===== src/rtl/mixed_precision_sequencer_pkg.sv =====
// Shared types and helpers for the mixed-precision dot-product sequencer.
//   - NBITS_MIXED_CYCLES / NBITS_MAX_KER : slice-index and kernel-step widths
//   - ivec_mode_fmt                      : vector/mixed operand format encoding
//   - mps_state_e                        : sequencer FSM states
//   - mixed_slices()                     : slice count R for a given format
package mixed_precision_sequencer_pkg;

    localparam int NBITS_MIXED_CYCLES = 3;
    localparam int NBITS_MAX_KER      = 4;

    typedef enum logic [3:0] {
        IVEC_FMT_16    = 4'd0,
        IVEC_FMT_8     = 4'd1,
        IVEC_FMT_4     = 4'd2,
        IVEC_FMT_2     = 4'd3,
        IVEC_FMT_2X4   = 4'd4,
        IVEC_FMT_4X8   = 4'd5,
        IVEC_FMT_8X16  = 4'd6,
        IVEC_FMT_2X8   = 4'd7,
        IVEC_FMT_4X16  = 4'd8,
        IVEC_FMT_2X16  = 4'd9
    } ivec_mode_fmt;

    typedef enum logic [0:0] {
        MPS_IDLE  = 1'b0,
        MPS_ISSUE = 1'b1
    } mps_state_e;

    // Number of slices the narrow operand must be split into; 8 needs 4 bits.
    function automatic logic [3:0] mixed_slices(input ivec_mode_fmt fmt);
        logic [3:0] r;
        case (fmt)
            IVEC_FMT_2X4, IVEC_FMT_4X8, IVEC_FMT_8X16: r = 4'd2;
            IVEC_FMT_2X8, IVEC_FMT_4X16:               r = 4'd4;
            IVEC_FMT_2X16:                             r = 4'd8;
            default:                                   r = 4'd1;
        endcase
        return r;
    endfunction

endpackage


===== src/rtl/mixed_precision_sequencer_nested_counter.sv =====
// mps_nested_counter: two-level slice/kernel counter, kernel index innermost.
//   clk, rst_n : clock, asynchronous active-low reset
//   clr        : synchronous clear of both indices (wins over step)
//   step       : advance one sub-op
//   r_m1, k_m1 : slice count minus one, kernel steps minus one
//   slice/kidx : current indices
//   wrap_k     : kernel index is at its final value for this slice
//   last       : current position is the final sub-op of the request
module mps_nested_counter
    import mixed_precision_sequencer_pkg::*;
(
    input  logic                          clk,
    input  logic                          rst_n,
    input  logic                          clr,
    input  logic                          step,
    input  logic [NBITS_MIXED_CYCLES-1:0] r_m1,
    input  logic [NBITS_MAX_KER-1:0]      k_m1,
    output logic [NBITS_MIXED_CYCLES-1:0] slice,
    output logic [NBITS_MAX_KER-1:0]      kidx,
    output logic                          wrap_k,
    output logic                          last
);

    logic [NBITS_MIXED_CYCLES-1:0] slice_r;
    logic [NBITS_MAX_KER-1:0]      kidx_r;

    assign wrap_k = (kidx_r == k_m1);
    assign last   = wrap_k && (slice_r == r_m1);
    assign slice  = slice_r;
    assign kidx   = kidx_r;

    // Slice-major / kernel-minor position register.
    always_ff @(posedge clk or negedge rst_n) begin
        if (!rst_n) begin
            slice_r <= {NBITS_MIXED_CYCLES{1'b0}};
            kidx_r  <= {NBITS_MAX_KER{1'b0}};
        end else if (clr) begin
            slice_r <= {NBITS_MIXED_CYCLES{1'b0}};
            kidx_r  <= {NBITS_MAX_KER{1'b0}};
        end else if (step) begin
            if (wrap_k) begin
                kidx_r  <= {NBITS_MAX_KER{1'b0}};
                slice_r <= slice_r + {{(NBITS_MIXED_CYCLES-1){1'b0}}, 1'b1};
            end else begin
                kidx_r  <= kidx_r + {{(NBITS_MAX_KER-1){1'b0}}, 1'b1};
                slice_r <= slice_r;
            end
        end else begin
            slice_r <= slice_r;
            kidx_r  <= kidx_r;
        end
    end

endmodule


===== src/rtl/mixed_precision_sequencer.sv =====
// mixed_precision_sequencer: expands one accepted mixed-precision dotp request
// into R*K slice/kernel sub-ops issued over valid/ready to the datapath.
//   clk, rst_n, setback_i              : clock, async reset, sync abort (top priority)
//   req_valid_i/req_ready_o            : request handshake (fmt, skip = K)
//   issue_valid_o/issue_ready_i        : sub-op handshake
//   issue_slice_o/kidx_o/first_o/last_o: sub-op position
//   busy_o, done_o                     : ISSUE state, completion pulse
//   csr_we_o, csr_cycle_o              : mixed-cycle CSR update on slice wrap
module mixed_precision_sequencer
    import mixed_precision_sequencer_pkg::*;
(
    input  logic                          clk,
    input  logic                          rst_n,
    input  logic                          setback_i,
    input  logic                          req_valid_i,
    output logic                          req_ready_o,
    input  ivec_mode_fmt                  req_fmt_i,
    input  logic [NBITS_MAX_KER-1:0]      req_skip_i,
    output logic                          issue_valid_o,
    input  logic                          issue_ready_i,
    output logic [NBITS_MIXED_CYCLES-1:0] issue_slice_o,
    output logic [NBITS_MAX_KER-1:0]      issue_kidx_o,
    output logic                          issue_first_o,
    output logic                          issue_last_o,
    output logic                          busy_o,
    output logic                          done_o,
    output logic                          csr_we_o,
    output logic [NBITS_MIXED_CYCLES-1:0] csr_cycle_o
);

    mps_state_e                    state_r;
    logic [NBITS_MIXED_CYCLES-1:0] r_m1_r;
    logic [NBITS_MAX_KER-1:0]      k_m1_r;
    logic                          done_r;

    logic                          accept_s;
    logic                          hs_s;
    logic                          cnt_clr_s;
    logic [3:0]                    slices_s;
    logic [3:0]                    slices_m1_s;
    logic [NBITS_MIXED_CYCLES-1:0] slice_s;
    logic [NBITS_MAX_KER-1:0]      kidx_s;
    logic                          wrap_k_s;
    logic                          last_s;

    mps_nested_counter u_counter (
        .clk    (clk),
        .rst_n  (rst_n),
        .clr    (cnt_clr_s),
        .step   (hs_s),
        .r_m1   (r_m1_r),
        .k_m1   (k_m1_r),
        .slice  (slice_s),
        .kidx   (kidx_s),
        .wrap_k (wrap_k_s),
        .last   (last_s)
    );

    // Handshake qualification; setback blocks both handshakes that cycle.
    always_comb begin
        req_ready_o   = (state_r == MPS_IDLE)  && !setback_i;
        issue_valid_o = (state_r == MPS_ISSUE) && !setback_i;
        accept_s      = req_valid_i && req_ready_o;
        hs_s          = issue_valid_o && issue_ready_i;
        cnt_clr_s     = setback_i || accept_s || (hs_s && last_s);
        slices_s      = mixed_slices(req_fmt_i);
        slices_m1_s   = slices_s - 4'd1;
    end

    // Position, CSR and status outputs derived from registered state.
    always_comb begin
        issue_slice_o = slice_s;
        issue_kidx_o  = kidx_s;
        issue_first_o = (slice_s == {NBITS_MIXED_CYCLES{1'b0}}) && (kidx_s == {NBITS_MAX_KER{1'b0}});
        issue_last_o  = (state_r == MPS_ISSUE) && last_s;
        busy_o        = (state_r == MPS_ISSUE);
        done_o        = done_r;
        csr_we_o      = hs_s && wrap_k_s;
        if (slice_s == r_m1_r) begin
            csr_cycle_o = {NBITS_MIXED_CYCLES{1'b0}};
        end else begin
            csr_cycle_o = slice_s + {{(NBITS_MIXED_CYCLES-1){1'b0}}, 1'b1};
        end
    end

    // Sequencer FSM: latches R-1 / K-1 on accept, returns to IDLE on the
    // final handshake or on setback. Latched limits drop back to a single
    // sub-op whenever idle so IDLE outputs match the reset view.
    always_ff @(posedge clk or negedge rst_n) begin
        if (!rst_n) begin
            state_r <= MPS_IDLE;
            r_m1_r  <= {NBITS_MIXED_CYCLES{1'b0}};
            k_m1_r  <= {NBITS_MAX_KER{1'b0}};
            done_r  <= 1'b0;
        end else if (setback_i) begin
            state_r <= MPS_IDLE;
            r_m1_r  <= {NBITS_MIXED_CYCLES{1'b0}};
            k_m1_r  <= {NBITS_MAX_KER{1'b0}};
            done_r  <= 1'b0;
        end else begin
            case (state_r)
                MPS_IDLE: begin
                    done_r <= 1'b0;
                    if (accept_s) begin
                        state_r <= MPS_ISSUE;
                        r_m1_r  <= slices_m1_s[NBITS_MIXED_CYCLES-1:0];
                        // K = 0 behaves as a single kernel step
                        if (req_skip_i == {NBITS_MAX_KER{1'b0}}) begin
                            k_m1_r <= {NBITS_MAX_KER{1'b0}};
                        end else begin
                            k_m1_r <= req_skip_i - {{(NBITS_MAX_KER-1){1'b0}}, 1'b1};
                        end
                    end else begin
                        state_r <= MPS_IDLE;
                    end
                end
                MPS_ISSUE: begin
                    done_r <= hs_s && last_s;
                    if (hs_s && last_s) begin
                        state_r <= MPS_IDLE;
                        r_m1_r  <= {NBITS_MIXED_CYCLES{1'b0}};
                        k_m1_r  <= {NBITS_MAX_KER{1'b0}};
                    end else begin
                        state_r <= MPS_ISSUE;
                    end
                end
                default: begin
                    state_r <= MPS_IDLE;
                    done_r  <= 1'b0;
                end
            endcase
        end
    end

endmodule


===== config.mk =====
export PLATFORM = sky130hd
export DESIGN_NAME = mixed_precision_sequencer
export DESIGN_NICKNAME = d
export VERILOG_FILES = /design/src/rtl/mixed_precision_sequencer_pkg.sv /design/src/rtl/mixed_precision_sequencer_nested_counter.sv /design/src/rtl/mixed_precision_sequencer.sv
export SDC_FILE = /design/constraint.sdc
export NUM_CORES = 1
export LEC_CHECK = 0
export CORE_MARGIN = 2
export CORE_UTILIZATION = 46
export DETAILED_ROUTE_END_ITERATION = 10
export PLACE_DENSITY = 0.8
export SYNTH_ARGS = -nofsm -noshare
export SYNTH_HDL_FRONTEND = slang
export SYNTH_HIERARCHICAL = 1
export SYNTH_SLANG_ARGS = --single-unit

===== constraint.sdc =====
create_clock -name clk -period 2.65 [get_ports clk]
set_clock_uncertainty 0.2 [all_clocks]
set_input_delay 0.795 -clock clk [delete_from_list [all_inputs] [get_ports clk]]
set_output_delay 0.795 -clock clk [all_outputs]
set_load 0.005 [all_outputs]

==> impl_metrics.py <==
metrics = {
    "yosys": {
        "ys_ff_latch": 16,
        "synth_area_um2": 1010,
        "syn_area_per_cell_um2": 9.58,
        "seq_area_frac_synth_pct": 39.8,
        "synth_cells": 105,
        "synthDistinctLibCells": 29,
        "synth_fp_nets": 124,
        "synth_warnings": 6,
    },
    "floorplan": {
        "io_pins": 30,
        "die_h_um": 50.8,
        "rows": 16,
        "fp.dieW_um": 50.8,
        "core_area_um2": 2020,
        "die_area_um2": 2580,
        "start_util_pct": 49.8,
    },
    "clock_network": {
        "h-tree-depth": 1,
        "clock_sinks": 16,
        "clock_latency_ns": 0.29,
        "cts_root_buf": "clkbuf_4",
        "clk_pin_slew_ns": 0.09,
        "cts_tree": "built",
        "ctsHoldBuffers": 0,
        "cts_buffers": 3,
        "clk_path_buf_depth": 2,
    },
    "sta": {
        "finalCritPeriodShare_pct": 102,
        "maxSlewViolCount": 0,
        "clock.fmax_ghz": 0.370,
        "final_hold_viol_count": 0,
        "rsz0062_at_grt": "yes",
        "fin_tns_setup_ns": -0.0988,
        "setup-violations-final": 2,
        "tightest_slew_ns": 0.341,
        "fin_crit_ns": 2.70,
        "fin_ws_ns": -0.0524,
        "slew_headroom_pct": 77.2,
    },
    "critical_path": {
        "critPathRequiredTime_ns": 1.66,
        "reg2reg_to": "u_counter/kidx[0]$_DFFE_PN0P_",
        "critPathKind": "register to output pin",
        "ff2ff_setup_slack_ns": 0.55,
        "critPathMaxStageDelay_ns": 0.41,
        "path_cells": "xnor2_1 -> nand4_1 -> nor4_2 -> buf_4 -> and2_4 -> buf_6",
        "r2r_cells": 8,
        "worst_r2r_startpoint": "u_counter/kidx[3]$_DFFE_PN0P_",
        "cp_slowest_cell": "dfrtp_1",
        "crit_path_end_kind": "output pin",
        "endpoint": "issue_last_o",
        "cp-startpoint": "k_m1_r[2]$_DFFE_PN0P_",
        "crit_fanout": 3,
        "start_kind": "register",
        "crit_arrival_ns": 1.71,
    },
    "power_and_ir_drop": {
        "switchingPower_w": 0.000161,
        "p_per_area_nw_per_um2": 366,
        "internal-power_w": 0.000430,
        "clock_power_share_pct": 27.5,
        "peakVddDrop_mv": 0.326,
        "power_frac_comb_pct": 28.4,
        "p_total_w": 0.000591,
        "sw_frac_of_total_pct": 27.2,
        "power_frac_seq_pct": 44.1,
        "p_leak_nw": 0.770,
    },
    "global_routing": {
        "first_global_vias": 1059,
        "grt_usage_pct": 24.5,
        "grt_max_degree": 17,
        "antenna_found_initial": 0,
        "grt_pass1_wl_mm": 4.67,
        "grt-ovfl-total": 0,
    },
    "route": {
        "first_pass_iters": 4,
        "avgViaCountPerCell": 5.25,
        "drt_drc_violations_left": 0,
        "via_count": 1023,
        "drt_iter0_markers": 27,
        "wl_per_cell_um": 14.2,
        "postRouteAntennaNets": 0,
        "wirelength_mm": 2.77,
    },
    "cells_and_area": {
        "syn_to_final_growth_pct": 60.3,
        "n_fill_cell": 132,
        "final_common_cell": "buf_4",
        "fin_nets": 188,
        "stdcell_count": 195,
        "final_cell_mix": "buf_4 (31), clkdlybuf4s50_1 (20), dfrtp_1 (16)",
        "drive_gt1_share_pct": 29.8,
        "diodes": 0,
    },
    "hold_path": {
        "min_path_cells": 2,
        "holdCritPathClass": "register to register",
    },
    "placed_design": {
        "dp_hpwl_mm": 2.03,
        "dp.cells": 187,
        "place_congestion": 0.773,
        "portBuffers": 29,
    },
    "job": {
        "cap_violations": 0,
    },
    "run_status": {
        "violations": "negative setup slack",
        "status": "complete, but fails checks",
    },
}
==> through the flow <==
step / area (um^2) / util, % / worst slack [ns] / hold slack (ns)
floorplan: 1010 / - / 0.225 / 0.276
global placement: 1530 / 75.4 / -0.345 / 0.382
detailed placement: 1530 / 75.4 / -0.355 / 0.393
CTS: 1600 / 79.0 / -0.0839 / 0.416
global route: 1610 / 79.8 / -0.166 / 0.453
finish: 1610 / 79.8 / -0.0524 / 0.423
==> synthesized netlist by cell type (all sizes together) <==
master / number / area share [%]
a22oi: 1 / 0.75
mux2: 1 / 1.5
ha: 6 / 7.5
o2bb2ai: 6 / 5.2
nand4: 1 / 0.62
nor2: 6 / 2.2
mux2i: 1 / 1.0
o21ai: 3 / 1.5
nor3: 6 / 4.1
a31oi: 2 / 1.2
or3: 3 / 1.9
xnor2: 7 / 6.1
dfrtp: 16 / 40
nand3: 3 / 1.5
nand2: 7 / 2.6
buf: 1 / 0.75
nor4: 1 / 0.62
a21oi: 5 / 2.5
and2: 2 / 1.2
o311ai: 1 / 0.87
or4b: 1 / 1.0
nand3b: 1 / 0.75
and3: 4 / 3.0
nor2b: 4 / 2.5
nor3b: 1 / 0.75
xor2: 6 / 5.2
inv: 9 / 3.4
==> cell families after synthesis <==
logic type	count (synthesis)	share of synthesized area (%)
compound gates	18	12.1
xor+xnor	13	11.3
fa+ha+maj	6	7.46
buf+inv	10	4.10
flops	16	39.8
mux	2	2.49
simple gates	40	22.8
==> worst min-delay path by stage <==
stage,start,end,slack [ns]
floorplan,k_m1_r[2]$_DFFE_PN0P_,k_m1_r[2]$_DFFE_PN0P_,0.28
global placement,k_m1_r[2]$_DFFE_PN0P_,k_m1_r[2]$_DFFE_PN0P_,0.38
detailed placement,k_m1_r[2]$_DFFE_PN0P_,k_m1_r[2]$_DFFE_PN0P_,0.39
CTS,k_m1_r[2]$_DFFE_PN0P_,k_m1_r[2]$_DFFE_PN0P_,0.42
global route,k_m1_r[0]$_DFFE_PN0P_,k_m1_r[0]$_DFFE_PN0P_,0.45
finish,k_m1_r[0]$_DFFE_PN0P_,k_m1_r[0]$_DFFE_PN0P_,0.42
==> power groups by stage <==
stage | clock network [W] | registers [W] | logic, W
floorplan | 0 | 0.000265 | 0.0000611
global placement | 0 | 0.000264 | 0.000147
finish | 0.000162 | 0.000261 | 0.000168
CTS | 0.000165 | 0.000260 | 0.000159
global route | 0.000177 | 0.000262 | 0.000182
detailed placement | 0 | 0.000265 | 0.000150
==> flip-flops by register name, indices dropped and copies added (netlist names) <==
name / cells
done_o: 1
busy_o: 1
u_counter/slice: 3
r_m1_r: 3
k_m1_r: 4
u_counter/kidx: 4
==> per-layer routing <==
| layer | GRT usage [%] | share of wire (%) | vias up |
|---|---|---|---|
| met2 | 45.8 | 55 | 23 |
| met4 | 12.2 | 1.9 | 0 |
| met3 | 2.38 | 2.9 | 6 |
| li1 | - | - | 494 |
| met1 | 27.2 | 41 | 500 |
| met5 | 0 | 0 | - |
==> final cells by class <==
cell class	instances	area, um^2	area share, %
Sequential cell	16	400	24.8
Timing Repair Buffer	60	507	31.4
Multi-Input combinational cell	79	602	37.3
Tap cell	27	33.8	2.09
Clock buffer	4	36.3	2.25
Inverter	9	33.8	2.09
==> what timing repair did <==
item	4_1_cts	5_1_grt
pin swaps	5	4
setup endpoints to repair	8	6
setup buffers	4	1
gates resized for setup	20	9
==> critical path, delay by kind of cell, from the launching register on <==
family	cells	cell delay (ns)
XOR/XNOR	1	0.18
AND/OR/NAND/NOR	3	0.58
buffers and inverters	2	0.24
flip-flops	1	0.41
(Power assumes the default switching activity.)
